**src/rtl/sd_adc_decimator.sv**
```systemverilog
// sd_adc_decimator: closes a 1st-order delta-sigma ADC loop around an external
// comparator/RC integrator and decimates the resulting bitstream with a
// 2nd-order CIC into excess-2^(OUT_W-1) PCM. Also provides a hysteresis EAR bit.
module sd_adc_decimator #(
  parameter int unsigned DECIM_LOG2 = 6,
  parameter int unsigned OUT_W      = 9,
  parameter int unsigned HYST       = 16
) (
  input  logic             Clk,
  input  logic             Reset,
  input  logic             sd_in,
  output logic             sd_fb,
  output logic [OUT_W-1:0] sample,
  output logic             sample_valid,
  output logic             ear
);

  localparam int unsigned W     = 2*DECIM_LOG2 + 1;
  localparam int unsigned SHIFT = 2*DECIM_LOG2 - OUT_W;

  localparam logic [OUT_W-1:0] MID   = {1'b1, {(OUT_W-1){1'b0}}};
  localparam logic [OUT_W:0]   HI_TH = (OUT_W+1)'(2**(OUT_W-1) + HYST);
  localparam logic [OUT_W:0]   LO_TH = (OUT_W+1)'(2**(OUT_W-1) - HYST);

  // Warm-up sequencing: the comb delays need two decimation events to prime.
  typedef enum logic [1:0] {
    WARM0 = 2'd0,
    WARM1 = 2'd1,
    RUN   = 2'd2
  } warm_t;

  logic                  s1_q, s2_q, fb_q;
  logic [W-1:0]          i1_q, i2_q, d1_q, d2_q;
  logic [DECIM_LOG2-1:0] dcnt_q;
  warm_t                 warm_q;
  logic [OUT_W-1:0]      sample_q;
  logic                  valid_q;
  logic                  ear_q;

  logic [W-1:0]          b_ext;
  logic [W-1:0]          c1, c2, c2_sh;
  logic                  dec_evt;
  logic [OUT_W-1:0]      q_sat;
  logic                  ear_d;

  // Comb section of the CIC, output scaling/saturation and EAR hysteresis decision.
  always_comb begin
    b_ext   = {{(W-1){1'b0}}, fb_q};
    dec_evt = (dcnt_q == '1);
    c1      = i2_q - d1_q;
    c2      = c1 - d2_q;
    c2_sh   = c2 >> SHIFT;
    // Full-scale ones density yields exactly 2^OUT_W after scaling; clamp it.
    q_sat   = (c2_sh[W-1:OUT_W] != '0) ? '1 : c2_sh[OUT_W-1:0];
    ear_d   = ear_q;
    if ({1'b0, q_sat} >= HI_TH) begin
      ear_d = 1'b1;
    end else if ({1'b0, q_sat} <= LO_TH) begin
      ear_d = 1'b0;
    end
  end

  // Comparator synchroniser, feedback register and free-running CIC integrators (mod 2^W).
  always_ff @(posedge Clk) begin
    if (Reset) begin
      s1_q <= 1'b0;
      s2_q <= 1'b0;
      fb_q <= 1'b0;
      i1_q <= '0;
      i2_q <= '0;
    end else begin
      s1_q <= sd_in;
      s2_q <= s1_q;
      fb_q <= s2_q;
      i1_q <= i1_q + b_ext;
      i2_q <= i2_q + i1_q;
    end
  end

  // Decimation counter, comb delay registers, warm-up FSM and registered sample outputs.
  always_ff @(posedge Clk) begin
    if (Reset) begin
      dcnt_q   <= '0;
      d1_q     <= '0;
      d2_q     <= '0;
      warm_q   <= WARM0;
      sample_q <= MID;
      valid_q  <= 1'b0;
      ear_q    <= 1'b0;
    end else begin
      dcnt_q  <= dcnt_q + {{(DECIM_LOG2-1){1'b0}}, 1'b1};
      valid_q <= 1'b0;
      if (dec_evt) begin
        d1_q <= i2_q;
        d2_q <= c1;
        case (warm_q)
          WARM0:   warm_q <= WARM1;
          WARM1:   warm_q <= RUN;
          default: begin
            sample_q <= q_sat;
            valid_q  <= 1'b1;
            ear_q    <= ear_d;
          end
        endcase
      end
    end
  end

  assign sd_fb        = fb_q;
  assign sample       = sample_q;
  assign sample_valid = valid_q;
  assign ear          = ear_q;

endmodule

```
**config.mk**
```make
export PLATFORM = sky130hd
export DESIGN_NAME = sd_adc_decimator
export DESIGN_NICKNAME = d
export VERILOG_FILES = /design/src/rtl/sd_adc_decimator.sv
export SDC_FILE = /design/constraint.sdc
export NUM_CORES = 1
export LEC_CHECK = 0
export CORE_ASPECT_RATIO = 0.9
export CORE_MARGIN = 2
export CORE_UTILIZATION = 62
export CTS_CLUSTER_DIAMETER = 100
export DETAILED_ROUTE_END_ITERATION = 12
export DONT_BUFFER_PORTS = 1
export PLACE_DENSITY = 0.84
export SLEW_MARGIN = 25
export SYNTH_ARGS = -nofsm -noshare
export SYNTH_HDL_FRONTEND = slang
export SYNTH_SLANG_ARGS = --single-unit
```
**constraint.sdc**
```tcl
create_clock -name Clk -period 5.04 [get_ports Clk]
set_input_delay 0.504 -clock Clk [delete_from_list [all_inputs] [get_ports Clk]]
set_output_delay 0.504 -clock Clk [all_outputs]
set_load 0.02 [all_outputs]
```
==> impl_metrics.json <==
{
  "drt_pass1_iterations": 4,
  "grtUsageTotal_pct": 22.99,
  "fin_skew_ns": 0.01058,
  "die_x_um": 91.07,
  "rr_endpoint": "sample[2]$_SDFFE_PP0P_",
  "drt_iter0_drc": 198,
  "start_util_pct": 64.23,
  "tightest_slew_ns": 0.6891,
  "cts_tree": "yes",
  "yosysSeqAreaShare_pct": 35.02,
  "nets": 540,
  "fin_crit_ns": 4.259,
  "clock_latency_ns": 0.36,
  "async_reset_ff_share_pct": 0,
  "fill_cells": 517,
  "whs_path_depth": 1,
  "setup_tns_ns": 0,
  "avgSynthCellArea_um2": 8.444,
  "post_cts_resized": 0,
  "clock-sinks": 74,
  "clockBufferDepth": 2,
  "io_pins": 15,
  "hp-start": "Reset",
  "endpoint_kind": "flop",
  "hold_path.class": "input pin to flop",
  "cts_root_buf": "clkbuf_8",
  "grt_overflow": 0,
  "wl_um": 8165,
  "yosys.area.top_type_share_pct": 35.02,
  "drive_gt1_share_pct": 7.769,
  "yosysUniqueCellTypes": 55,
  "leakage_uw": 0.001672,
  "critPathArrivalTime_ns": 4.46,
  "dpl.hpwl_um": 5659,
  "rsz0062_at_grt": "false",
  "synth_most_common_cell": "dfxtp_1",
  "max_stage_delay_ns": 0.43,
  "r2r-start": "d1_q[1]$_SDFFE_PP0P_",
  "slew_headroom_pct": 54.06,
  "critPathMaxFanout": 8,
  "netlist_top_cells_count": "dfxtp_1 (74), nand2_1 (58), a21oi_1 (52)",
  "cts_hold_buf": 0,
  "crit_required_ns": 5.24,
  "ys_ff_latch": 74,
  "holdWs_ns": 0.2015,
  "cts_buffers": 9,
  "gp_congestion": 0.8282,
  "wl_per_cell_um": 13.79,
  "row_count": 28,
  "antenna_found_initial": 0,
  "worst-setup-path-type": "flop to flop",
  "crit_top_cell": "ha_1",
  "grt_pass1_wl_um": 14020,
  "cp-start-kind": "flop",
  "drc_errors": 0,
  "maxCapViolations": 0,
  "grt_pass1_vias": 3262,
  "synthCells": 501,
  "clkSlewWorstSetupHoldPaths_ns": 0.08,
  "synth_area_leaders": "dfxtp_1 (35%), ha_1 (11%), a21oi_1 (6.2%), nand2_1 (5.1%), xnor2_1 (4.3%)",
  "rr_worst_depth": 17,
  "post_cts.repair.setup_buffers": 0,
  "ant_nets": 0,
  "core_area_um2": 6586,
  "min_to": "dcnt_q[0]$_SDFF_PP0_",
  "antenna_cells": 0,
  "yosys.area.top_type": "dfxtp_1",
  "grt_max_degree": 80,
  "cp_top_family": "compound AO/OA/AOI/OAI gates",
  "cts-htree-levels": 3,
  "slew_violations": 0,
  "placed_cells": 576,
  "final-setup-viol-count": 0,
  "die_area_um2": 7501,
  "fmax_mhz": 234.8,
  "synthesis.nets": 544,
  "final-hold-violation-count": 0,
  "dieHeight_um": 82.37,
  "critical_path_buf_inv_count": 1,
  "routed_via_density": 5.711,
  "syn_to_final_growth_pct": 7.099,
  "synth_area_um2": 4230,
  "synth-main-ff-cell": "dfxtp_1",
  "power_density_nw_per_um2": 259.1,
  "status": "finished clean",
  "crit_chain": "inv_1 -> ha_1 -> nor2b_1 -> o21a_1 -> o21ai_0 -> nand2b_1 -> a21oi_1 -> xnor2_1 -> ha_1 -> and2_1 -> and3_4 -> a211o_1 -> o2111ai_2 -> a21boi_2 -> nor3_1 -> or2_1 -> a311oi_2",
  "min_period_over_period_pct": 84.50,
  "slowest_stage": "or2_1",
  "vias": 3381,
  "ys.warnings.count": 0,
  "finalNonFillerCells": 592,
  "reg2reg_slack_ns": 0.78,
  "ir_drop_mv": 0.2459,
  "io_buffers": 0,
  "synth_edf_count": 0
}
-- stage by stage --
| step | power [µW] | instance area [µm²] | setup slack (ns) | util [%] |
|---|---|---|---|---|
| 5_1_grt | 1214 | 4531 | 0.5088 | 68.79 |
| 2_1_floorplan | 633.3 | 4230 | 1.280 | - |
| 3_5_place_dp | 629.0 | 4283 | 0.8748 | 65.03 |
| 3_3_place_gp | 627.0 | 4283 | 1.084 | 65.03 |
| 4_1_cts | 1187 | 4526 | 0.7949 | 68.71 |
| 6_report | 1174 | 4531 | 0.7813 | 68.79 |
-- placed cells by master (no fill, tap or decap), types with 6 or more instances in the layout --
cell | Yosys | routed
nand3_1 | 12 | 11
a21oi_1 | 52 | 52
and2_1 | 6 | 6
nand2_1 | 58 | 58
xnor2_1 | 21 | 21
clkbuf_8 | 0 | 9
o21ai_0 | 17 | 17
nor2b_1 | 12 | 12
nor3_1 | 14 | 14
xor2_1 | 13 | 13
o21a_1 | 12 | 12
ha_1 | 38 | 38
inv_1 | 35 | 35
nor2_1 | 43 | 43
or3_1 | 9 | 9
a21o_1 | 6 | 6
a311oi_2 | 7 | 7
dfxtp_1 | 74 | 74
and3_1 | 6 | 6
-- routing by layer --
metal  share of wire [%]  track usage [%]  up-vias  routed length [µm]
met1                  46            27.58     1593                3789
li1                    -                -     1726                   -
met3                 3.7            6.897       13                 305
met4                 1.6            6.818        0                 127
met5                   0                0        -                   0
met2                  48            40.44       49                3942
-- registers in the layout (all words and copies together), names as in the netlist --
signal and count:
d1_q 13, d2_q 13, dcnt_q 6, ear 1, i1_q 13, i2_q 13, s1_q 1, s2_q 1
sample 9, sample_valid 1, sd_fb 1, warm_q 2
-- worst register-to-register path: cells and delay by family (launching register included) --
| kind | cells | cell delay (ns) |
|---|---|---|
| xor gates and xnor gates | 1 | 0.17 |
| adders and majority gates | 2 | 0.61 |
| and+or+nand+nor | 6 | 1.35 |
| AOI/OAI and AO/OA | 7 | 1.55 |
| DFF | 1 | 0.37 |
| buffers and inverters | 1 | 0.06 |
-- cells by family after synthesis --
family,Yosys count,synth area share [%]
compound gates,121,19.82
xor+xnor,35,7.572
fa+ha+maj,40,12.19
buf+inv,51,4.703
flops,74,35.02
mux,2,0.5323
simple gates,178,20.17
-- how the worst max path moves through the flow --
stage / slack, ns / end / cells past startpoint / from
3_5_place_dp: 0.87 / sample[0]$_SDFFE_PP0P_ / 17 / d1_q[1]$_SDFFE_PP0P_
3_3_place_gp: 1.08 / sample[3]$_SDFFE_PP0P_ / 17 / d1_q[1]$_SDFFE_PP0P_
5_1_grt: 0.51 / sample[2]$_SDFFE_PP0P_ / 17 / d1_q[1]$_SDFFE_PP0P_
6_report: 0.78 / sample[2]$_SDFFE_PP0P_ / 17 / d1_q[1]$_SDFFE_PP0P_
4_1_cts: 0.79 / sample[2]$_SDFFE_PP0P_ / 17 / d1_q[1]$_SDFFE_PP0P_
2_1_floorplan: 1.28 / sample[0]$_SDFFE_PP0P_ / 17 / i2_q[0]$_SDFF_PP0_
-- power by group --
group	total (µW)	internal, µW	switching (µW)
registers	591	588	2.68
clock network	559	330	228
logic	24.7	11.4	13.3
total	1170	930	244
-- area by class of cell --
cell class                 count  area [µm²]  area share, %
multi-input combinational    376        2555          56.39
clock inverter                 6       115.1          2.541
sequential                    74        1481          32.70
timing repair buffer           1       7.507         0.1657
inverter                      35       131.4          2.900
clock buffer                  10       127.6          2.817
tap                           90       112.6          2.485
Power figures use the tool's default switching activity.
